--- config.mk ---
export PLATFORM = sky130hd
export DESIGN_NAME = uart_tx_sched
export DESIGN_NICKNAME = d
export VERILOG_FILES = /design/src/rtl/uart_tx_sched.sv
export SDC_FILE = /design/constraint.sdc
export NUM_CORES = 1
export LEC_CHECK = 0
export CORE_MARGIN = 2
export CORE_UTILIZATION = 55
export DETAILED_ROUTE_END_ITERATION = 7
export DONT_BUFFER_PORTS = 1
export GPL_TIMING_DRIVEN = 0
export PLACE_DENSITY_LB_ADDON = 0.12
export SYNTH_ARGS = -nofsm -noshare
export SYNTH_HDL_FRONTEND = slang
export SYNTH_SLANG_ARGS = --single-unit
--- constraint.sdc ---
create_clock -name clk -period 4.46 [get_ports clk]
set_input_delay 0.892 -clock clk [delete_from_list [all_inputs] [get_ports clk]]
set_output_delay 0.892 -clock clk [all_outputs]
set_load 0.05 [all_outputs]
--- src/rtl/uart_tx_sched.sv ---
// Round-robin scheduler sharing one UART byte engine among four packet sources.
// One source owns the engine per packet; a programmable idle gap separates packets.
module uart_tx_sched #(
   parameter logic [15:0] GAP_CYCLES   = 16'd434,
   parameter logic [15:0] DONE_TIMEOUT = 16'd5000
) (
   input  logic        clk,
   input  logic        rst_n,
   input  logic [3:0]  req,
   input  logic [31:0] src_data,
   input  logic [3:0]  src_last,
   output logic [3:0]  grant,
   output logic [3:0]  byte_ack,
   output logic        tx_start,
   output logic [7:0]  tx_data,
   input  logic        tx_done,
   output logic        err
);

   typedef enum logic [1:0] {IDLE, SEND, WAIT, GAP} state_t;

   state_t      state_q, state_d;
   logic [3:0]  grant_q, grant_d;
   logic [1:0]  g_idx_q, g_idx_d;
   logic [1:0]  rr_ptr_q, rr_ptr_d;
   logic [3:0]  byte_ack_q, byte_ack_d;
   logic        tx_start_q, tx_start_d;
   logic [7:0]  tx_data_q, tx_data_d;
   logic        err_q, err_d;
   logic        last_q, last_d;
   logic [15:0] wait_cnt_q, wait_cnt_d;
   logic [15:0] gap_cnt_q, gap_cnt_d;

   logic [2:0]  pick;
   logic [7:0]  sel_data;
   logic        sel_req;
   logic        sel_last;
   logic        wait_to;
   logic        gap_end;
   logic        enter_gap;

   // Returns {found, index} of the first request at or after ptr, wrapping 3->0.
   function automatic logic [2:0] rr_pick(input logic [3:0] r, input logic [1:0] ptr);
      logic [2:0] res;
      logic [1:0] idx;
      res = 3'b000;
      for (int k = 3; k >= 0; k--) begin
         idx = ptr + 2'(k);
         if (r[idx]) res = {1'b1, idx};
      end
      return res;
   endfunction

   assign pick     = rr_pick(req, rr_ptr_q);
   assign sel_data = src_data[{g_idx_q, 3'b000} +: 8];
   assign sel_req  = req[g_idx_q];
   assign sel_last = src_last[g_idx_q];
   assign wait_to  = (wait_cnt_q == DONE_TIMEOUT - 16'd1);
   assign gap_end  = (GAP_CYCLES == 16'd0) || (gap_cnt_q == GAP_CYCLES - 16'd1);

   always_comb begin
      state_d    = state_q;
      grant_d    = grant_q;
      g_idx_d    = g_idx_q;
      rr_ptr_d   = rr_ptr_q;
      last_d     = last_q;
      tx_data_d  = tx_data_q;
      tx_start_d = 1'b0;
      byte_ack_d = 4'b0000;
      err_d      = 1'b0;
      wait_cnt_d = 16'd0;
      gap_cnt_d  = 16'd0;
      enter_gap  = 1'b0;

      case (state_q)
         IDLE: begin
            if (pick[2]) begin
               g_idx_d = pick[1:0];
               grant_d = 4'b0001 << pick[1:0];
               state_d = SEND;
            end
         end
         SEND: begin
            if (sel_req) begin
               tx_start_d = 1'b1;
               byte_ack_d = grant_q;
               tx_data_d  = sel_data;
               last_d     = sel_last;
               state_d    = WAIT;
            end else begin
               enter_gap = 1'b1;
            end
         end
         WAIT: begin
            wait_cnt_d = (wait_cnt_q == 16'hFFFF) ? wait_cnt_q : wait_cnt_q + 16'd1;
            // A done arriving together with the timeout wins; no error then.
            if (tx_done) begin
               if (last_q) enter_gap = 1'b1;
               else        state_d   = SEND;
            end else if (wait_to) begin
               err_d     = 1'b1;
               enter_gap = 1'b1;
            end
         end
         GAP: begin
            gap_cnt_d = (gap_cnt_q == 16'hFFFF) ? gap_cnt_q : gap_cnt_q + 16'd1;
            if (gap_end) begin
               gap_cnt_d = 16'd0;
               state_d   = IDLE;
            end
         end
         default: state_d = IDLE;
      endcase

      if (enter_gap) begin
         grant_d  = 4'b0000;
         rr_ptr_d = g_idx_q + 2'd1;
         state_d  = GAP;
      end
   end

   always_ff @(posedge clk or negedge rst_n) begin
      if (!rst_n) begin
         state_q    <= IDLE;
         grant_q    <= 4'b0000;
         g_idx_q    <= 2'd0;
         rr_ptr_q   <= 2'd0;
         byte_ack_q <= 4'b0000;
         tx_start_q <= 1'b0;
         tx_data_q  <= 8'h00;
         err_q      <= 1'b0;
         last_q     <= 1'b0;
         wait_cnt_q <= 16'd0;
         gap_cnt_q  <= 16'd0;
      end else begin
         state_q    <= state_d;
         grant_q    <= grant_d;
         g_idx_q    <= g_idx_d;
         rr_ptr_q   <= rr_ptr_d;
         byte_ack_q <= byte_ack_d;
         tx_start_q <= tx_start_d;
         tx_data_q  <= tx_data_d;
         err_q      <= err_d;
         last_q     <= last_d;
         wait_cnt_q <= wait_cnt_d;
         gap_cnt_q  <= gap_cnt_d;
      end
   end

   assign grant    = grant_q;
   assign byte_ack = byte_ack_q;
   assign tx_start = tx_start_q;
   assign tx_data  = tx_data_q;
   assign err      = err_q;

endmodule

Word-level counts from Yosys, hierarchy flattened
Cells that the tools add are included.
W data, S select, Z words.
{"block": "classes", "addsub": 6, "magnitude_cmp": 5, "eq_ne": 14, "shift": 2, "mux": 42, "n_reduce_logical": 7}
{"operator": "$mux W16", "count": 5}
{"operator": "$add A16 B1 Y16 const B", "count": 2}
{"operator": "$eq A16 B16 Y1 const B", "count": 2}
{"operator": "$shiftx A32 B6 Y8", "count": 1}
{"operator": "$mux W4", "count": 5}
{"operator": "$ne A3 B3 Y1 const B", "count": 6}
{"operator": "$eq A16 B13 Y1 const B", "count": 1}
{"operator": "$eq A16 B9 Y1 const B", "count": 1}
{"operator": "$lt A2 B3 Y1 const B", "count": 5}
{"operator": "$mux W1", "count": 14}
{"operator": "$bmux W1 S2", "count": 6}
{"operator": "$mux W2", "count": 6}
{"operator": "$mux W3", "count": 4}
{"operator": "$pmux W2 S4", "count": 1}
{"operator": "$reduce_and A2 Y1", "count": 3}
{"operator": "$reduce_and A5 Y1", "count": 1}
{"operator": "$add A2 B1 Y2 const B", "count": 2}
{"operator": "$add A2 B2 Y2 const B", "count": 2}
{"operator": "$eq A2 B2 Y1 const B", "count": 2}
{"operator": "$reduce_bool A2 Y1", "count": 2}
{"operator": "$shl A1 B2 Y4 const A", "count": 1}
{"operator": "$eq A2 B1 Y1 const B", "count": 1}
{"operator": "$logic_not A2 Y1", "count": 1}
{"operator": "$ne A2 B2 Y1 const B", "count": 1}
{"operator": "$pmux W1 S2", "count": 1}
{"block": "totals", "regBits": 57, "out_inout_bits": 18, "elab_cells": 87}

Longest topological paths before layout
Gate-level depths: netlist of the first run.
{"block": "depth", "ltp_word": 11, "depth_mapped": 7}

Least setup slack after synthesis of the first run
No wires, ideal clock.
{"block": "synth_timing", "kind": "input port to flip-flop", "from": "input port req[3]", "to": "register rr_ptr_q[1]", "setup_time_ps": 128, "t_arrival_ps": 2133, "setup_slack_ps": 2199, "path_stages": 5, "cell_sequence": "mux4_2 -> nand2b_1 -> nand2_1 -> o21a_2 -> mux2_1"}
{"block": "synth_via", "elab_chain_cells": 4}
{"element": "start, declared", "line_no": "9", "source": "input logic [3:0] req,"}
{"element": "$bmux W1 S2", "line_no": "56", "source": "assign sel_req = req[g_idx_q];"}
{"element": "$mux W1 (not written as such)", "line_no": "56"}
{"element": "$mux W1", "line_no": "84", "source": "if (sel_req) begin"}
{"element": "$pmux W1 S2", "line_no": "75", "source": "case (state_q)"}
{"element": "end signal, assigned", "line_no": "139", "source": "rr_ptr_q <= rr_ptr_d;"}
{"element": "end, declared", "line_no": "25", "source": "logic [1:0] rr_ptr_q, rr_ptr_d;"}
No other way between the ends. The select of a mux whose other input is x is not followed.
A chain may end at the register's enable or synchronous reset.

Worst setup path after layout of the first run
{"block": "layout_timing", "from": "register wait_cnt_q[3]", "to": "register rr_ptr_q[1]"}
{"block": "layout_via", "elab_chain_cells": 4}
{"element": "start, declared", "line_no": "31", "source": "logic [15:0] wait_cnt_q, wait_cnt_d;"}
{"element": "start signal, assigned", "line_no": "145", "source": "wait_cnt_q <= wait_cnt_d;"}
{"element": "$eq A16 B13 Y1", "line_no": "58", "source": "assign wait_to = (wait_cnt_q == DONE_TIMEOUT - 16'd1);"}
{"element": "$mux W1", "line_no": "100", "source": "end else if (wait_to) begin"}
{"element": "$mux W1", "line_no": "97", "source": "if (tx_done) begin"}
{"element": "$pmux W1 S2", "line_no": "75"}
No other way between the ends.

==> flow_summary.ini, run 1 <==
[yosys]
synth_top_family_by_area = simple AND/OR/NAND/NOR gates
postSynthAreaPerCell_sq_um = 10.60
synth_enable_flop_cells = 0
netlist_top_cells_count = 57 x dfrtp_1, 34 x nor2_1, 23 x nand2_1
syn_nets = 348
synthXorXnorAreaFrac_pct = 6.376
synthesis.area_sq_um = 3159
synth_adder_area_share_pct = 2.772
synth_largest_area_cell = dfrtp_1
synth_cell_type_count = 52
synth-async-reset-ratio_pct = 100.0
synth_compound_area_share_pct = 8.950
yosys_warnings = 0
ys_seq_area_share_pct = 45.15
synth_flop_cell = dfrtp_1
synthSimpleGateAreaFrac_pct = 22.50
yosysTopAreaCellShare_pct = 45.15
syn_inst = 298
synthMuxAreaShare_pct = 12.32
synth.most_common_cell = dfrtp_1
synth.area.top_cells = dfrtp_1 45%, mux4_2 7.1%, xnor2_1 4.2%, nor2_1 4.0%, mux2_2 3.6%
ys_seq_elements = 57

[timing]
period_share_pct = 54.12
setup_ws_ns = 2.046
hold_viol = 0
maxSlewViolCount = 0
setup_tns_ns = 0
worst_pin_slew_ns = 0.7305
slew_headroom_pct = 51.30
period_needed_ns = 2.414
rsz0062_at_grt = false
max_freq_mhz = 414.3
setup_violations = 0
skew_ns = 0.008273

[min_path]
hold_path.class = in -> async

[clocking]
cts-root-buf = clkbuf_8
clk_pin_slew_worst_paths_ns = 0.07
cts-resized-gates = 0
cts_made_buffers = 9
worstSkewPairLatency_ns = 0.34
clockBufferDepth = 2
htree_levels = 3
cts_tree = built
numClockSinks = 57
cts_hold_buffers = 0
cts_setup_buffers = 0

[floorplanning]
die-area_sq_um = 6366
core_sq_um = 5540
fp.dieW_um = 79.79
io_pins = 61
initial_utilization_pct = 57.02
dieHeight_um = 79.79
row_count = 27

[place]
port_buffers = 0
place.gp.congestion = 0.7895
pre_cts_ws_ns = 2.024
dp_hpwl_um = 4493
dp_cells = 370

[route]
drt_iter0_markers = 154
detail-route-antenna-nets = 0
routedWlPerCell_um = 16.53
vias = 2374
post-route-drc-count = 0
viasPerCell = 6.166
first_pass_iters = 4
wirelength_um = 6363

[global_routing]
grt_pass1_vias = 2375
antenna_found_initial = 0
grt_pass1_wl_um = 10980
grt_overflow = 0
grt.total_usage_pct = 22.27
grt_max_degree = 58

[flow_run]
max_cap_viol_count = 0

[layout]
antenna_cells = 0
nets = 359
syn_to_final_growth_pct = 8.990
drive_above_1_share_pct = 14.70
fin_cells = 385

[worst_setup_path]
cp_max_fo = 7
startpoint_type = register
cp.arrival_ns = 2.64
endpoint_kind = register
required_ns = 4.69
crit_type = reg -> reg

[power_and_ir_drop]
ir_worst_vdd_mv = 0.4647
powerDensity_nw_per_um2 = 564.5
p_leak_nw = 1.397
p_total_w = 0.001944

[outcome]
outcome = finished clean
-- area by class of cell --
class	instances	area, sq um
tap	72	90.09
clock inverter	5	56.30
sequential	57	1426
fill	470	2097
buffer	10	38.79
multi-input combinational	225	1672
inverter	6	22.52
clock buffer	10	137.6
-- worst max-delay path: stages (launching register included) --
cell,delay (ns)
dfrtp_1,0.36
clkbuf_2,0.17
or4b_2,0.65
nor4_1,0.21
nor4b_2,0.34
o21a_2,0.25
mux2_1,0.33
-- power breakdown --
group,internal (W),switching (W)
combinational,0.000278,0.000266
clock,0.000269,0.000210
sequential,0.000621,0.000300
total,0.00117,0.000776
-- state kept, by name, indices dropped and copies added, names as in the netlist --
| name | count |
|---|---|
| gap_cnt_q | 16 |
| wait_cnt_q | 16 |
| tx_data | 8 |
| byte_ack | 4 |
| grant | 4 |
| g_idx_q | 2 |
| rr_ptr_q | 2 |
| state_q | 2 |
| err | 1 |
| last_q | 1 |
| tx_start | 1 |
-- through the flow --
stage          cell area, sq um  hold WS [ns]  utilization [%]
2_1_floorplan              3159        0.4842                -
3_3_place_gp               3249        0.5151            58.65
3_5_place_dp               3249        0.5169            58.65
4_1_cts                    3443        0.2300            62.15
5_1_grt                    3443        0.2159            62.15
6_report                   3443        0.2438            62.15
-- cells by family (layout without fill, tap and decap cells) --
| family | after synthesis | after routing |
|---|---|---|
| muxes | 25 | 25 |
| and+or+nand+nor | 133 | 133 |
| AOI/OAI and AO/OA | 37 | 37 |
| xor gates and xnor gates | 23 | 23 |
| buffers and inverters | 16 | 31 |
| adders and majority gates | 7 | 7 |
| DFF | 57 | 57 |
-- metal layers --
metal	share of wire [%]	track usage (%)
met1	45	30.00
met2	47	33.36
met5	0	0
met4	1.3	7.458
met3	6.2	8.371
-- worst paths after layout --
kind                       cells past startpoint        endpoint  slack, ns           from
setup / recovery                               6     rr_ptr_q[1]       2.05  wait_cnt_q[3]
hold / removal                                 0    gap_cnt_q[8]       0.24          rst_n
setup reg to reg                               6     rr_ptr_q[1]       2.05  wait_cnt_q[3]
hold reg to reg                                1   gap_cnt_q[10]       0.53  gap_cnt_q[10]
max in group asynchronous                      0  wait_cnt_q[13]       4.11          rst_n
min in group clk                               1   gap_cnt_q[10]       0.53  gap_cnt_q[10]
-- cell usage in the layout, fill, tap and decap left out, types with 9 or more instances in the layout --
cell and n:
dfrtp_1 57, nor2_1 34, mux2_2 10, clkbuf_8 10, nand4_1 9, and3_1 12
a21oi_1 9, xnor2_1 15, nand3_1 14, mux4_2 10, nand2_1 23
Note: power is estimated with default switching activity, not from simulation.
==> run 2, diff against run 1 <==
==> constraint.sdc (replaced) <==
create_clock -name clk -period 2.45 [get_ports clk]
set_input_delay 0.49 -clock clk [delete_from_list [all_inputs] [get_ports clk]]
set_output_delay 0.49 -clock clk [all_outputs]
set_load 0.05 [all_outputs]
==> flow_summary.ini, run 2 (synthesis gave the netlist of run 1 again) <==
[timing]
skew_ns = 0.007851
maxSlewViolCount = 0
hold_viol = 0
period_share_pct = 95.23
worst_pin_slew_ns = 0.7308
period_needed_ns = 2.333
rsz0062_at_grt = false
max_freq_mhz = 428.6
holdWs_ns = 0.005548
setup_tns_ns = 0
setup_violations = 0
slew_headroom_pct = 51.28

[worst_setup_path]
rrSetupSlack_ns = 0.12
endpoint_kind = register
required_ns = 2.67
worstSetupStartpoint = wait_cnt_q[3]
critical_path_cell_count = 6
r2r_end = rr_ptr_q[1]
reg2reg_depth = 6
endpoint = rr_ptr_q[1]
critical_path.top_delay_family = simple AND/OR/NAND/NOR gates
cp.arrival_ns = 2.56
startpoint_type = register
cpPeakStageDelay_ns = 0.66
cp_max_fo = 7
slowest_stage = or4b_2
crit_type = reg -> reg
crit_chain = clkbuf_2 -> or4b_2 -> nor4_2 -> nor4b_4 -> o21a_2 -> mux2_1
reg2reg_from = wait_cnt_q[3]
path_buf_inv = 1

[global_routing]
use_met3_pct = 8.258
grt.total_usage_pct = 22.34
top_usage_layer = met2
grt_pass1_vias = 2378
use_met1_pct = 30.23
gr-usage-met2_pct = 33.45
antenna_found_initial = 0
grt_overflow = 0
grt_max_degree = 58
grt_pass1_wl_um = 11020

[clocking]
worstSkewPairLatency_ns = 0.34
numClockSinks = 57
cts_tree = built
clk_pin_slew_worst_paths_ns = 0.07
cts_made_buffers = 9
htree_levels = 3
cts-root-buf = clkbuf_8
cts_setup_buffers = 0
clockBufferDepth = 2

[layout]
final_cell_mix = 57 x dfrtp_1, 34 x nor2_1, 23 x nand2_1, 15 x xnor2_1, 14 x nand3_1
nets = 360
drive_above_1_share_pct = 15.61
final_common_cell = dfrtp_1
syn_to_final_growth_pct = 10.38
fillCellCount = 465
antenna_cells = 0

[floorplanning]
row_count = 27
dieHeight_um = 79.79
io_pins = 61
initial_utilization_pct = 57.02
die-area_sq_um = 6366
fp.dieW_um = 79.79
core_sq_um = 5540

[route]
routedWlPerCell_um = 16.53
post-route-drc-count = 0
viasPerCell = 6.236
wirelength_um = 6379
detail-route-antenna-nets = 0
first_pass_iters = 4
vias = 2407
drt_iter0_markers = 179

[min_path]
hold_path.class = in -> async

[power_and_ir_drop]
p_leak_nw = 1.412
powerDensity_nw_per_um2 = 1022
ir_worst_vdd_mv = 0.8477

[place]
dp_hpwl_um = 4493
place.gp.congestion = 0.7895
port_buffers = 0

[outcome]
outcome = finished clean

[flow_run]
max_cap_viol_count = 0
-- run 2: cell type report --
type	count	area, sq um	share of cell area (%)
Timing Repair Buffer	1	27.53	0.7894
Buffer	10	40.04	1.148
Sequential cell	57	1426	40.90
Clock buffer	10	137.6	3.947
Clock inverter	5	56.30	1.615
Inverter	6	22.52	0.6459
Tap cell	72	90.09	2.583
Multi-Input combinational cell	225	1687	48.37
-- run 2: worst min-delay path by stage --
stage	startpoint	to	cells past startpoint
after CTS	rst_n	gap_cnt_q[0]	1
after detailed placement	rst_n	gap_cnt_q[12]	0
after floorplan	rst_n	byte_ack[0]	0
after global routing	rst_n	gap_cnt_q[2]	1
final	rst_n	gap_cnt_q[4]	1
after global placement	rst_n	gap_cnt_q[7]	0
-- run 2: worst reg2reg max path: cells and delay by family, from the launching register on --
| kind | cells | cell delay (ns) |
|---|---|---|
| DFF | 1 | 0.36 |
| and+or+nand+nor | 3 | 1.12 |
| muxes | 1 | 0.33 |
| buffers and inverters | 1 | 0.16 |
| AOI/OAI and AO/OA | 1 | 0.24 |
-- run 2: metal layers --
metal	up-vias	routed length, um
li1	1123	-
met1	1194	2863
met2	80	2991
met3	10	441
met4	0	82
met5	-	0
-- run 2: stage by stage --
stage | utilization, % | setup WS, ns | cells | area [sq um] | total power, W
6_report | 62.94 | 0.1168 | 386 | 3487 | 0.003564
5_1_grt | 62.94 | 0.05731 | 386 | 3487 | 0.003780
2_1_floorplan | - | 0.3281 | 298 | 3159 | 0.002488
4_1_cts | 62.65 | 0.005132 | 386 | 3471 | 0.003599
3_3_place_gp | 58.65 | 0.05043 | 370 | 3249 | 0.002667
3_5_place_dp | 58.65 | 0.01390 | 370 | 3249 | 0.002698
-- run 2: power by group --
group	switching (W)	internal [W]	leakage, nW
registers	0.000546	0.00113	0.758
logic	0.000505	0.000513	0.556
clock network	0.000381	0.000489	0.0981
-- run 2: what timing repair did --
action,CTS,global route
endpoints found under the setup margin,0,5
hold endpoints to repair,57,0
hold buffers,1,0
resized for setup,0,4
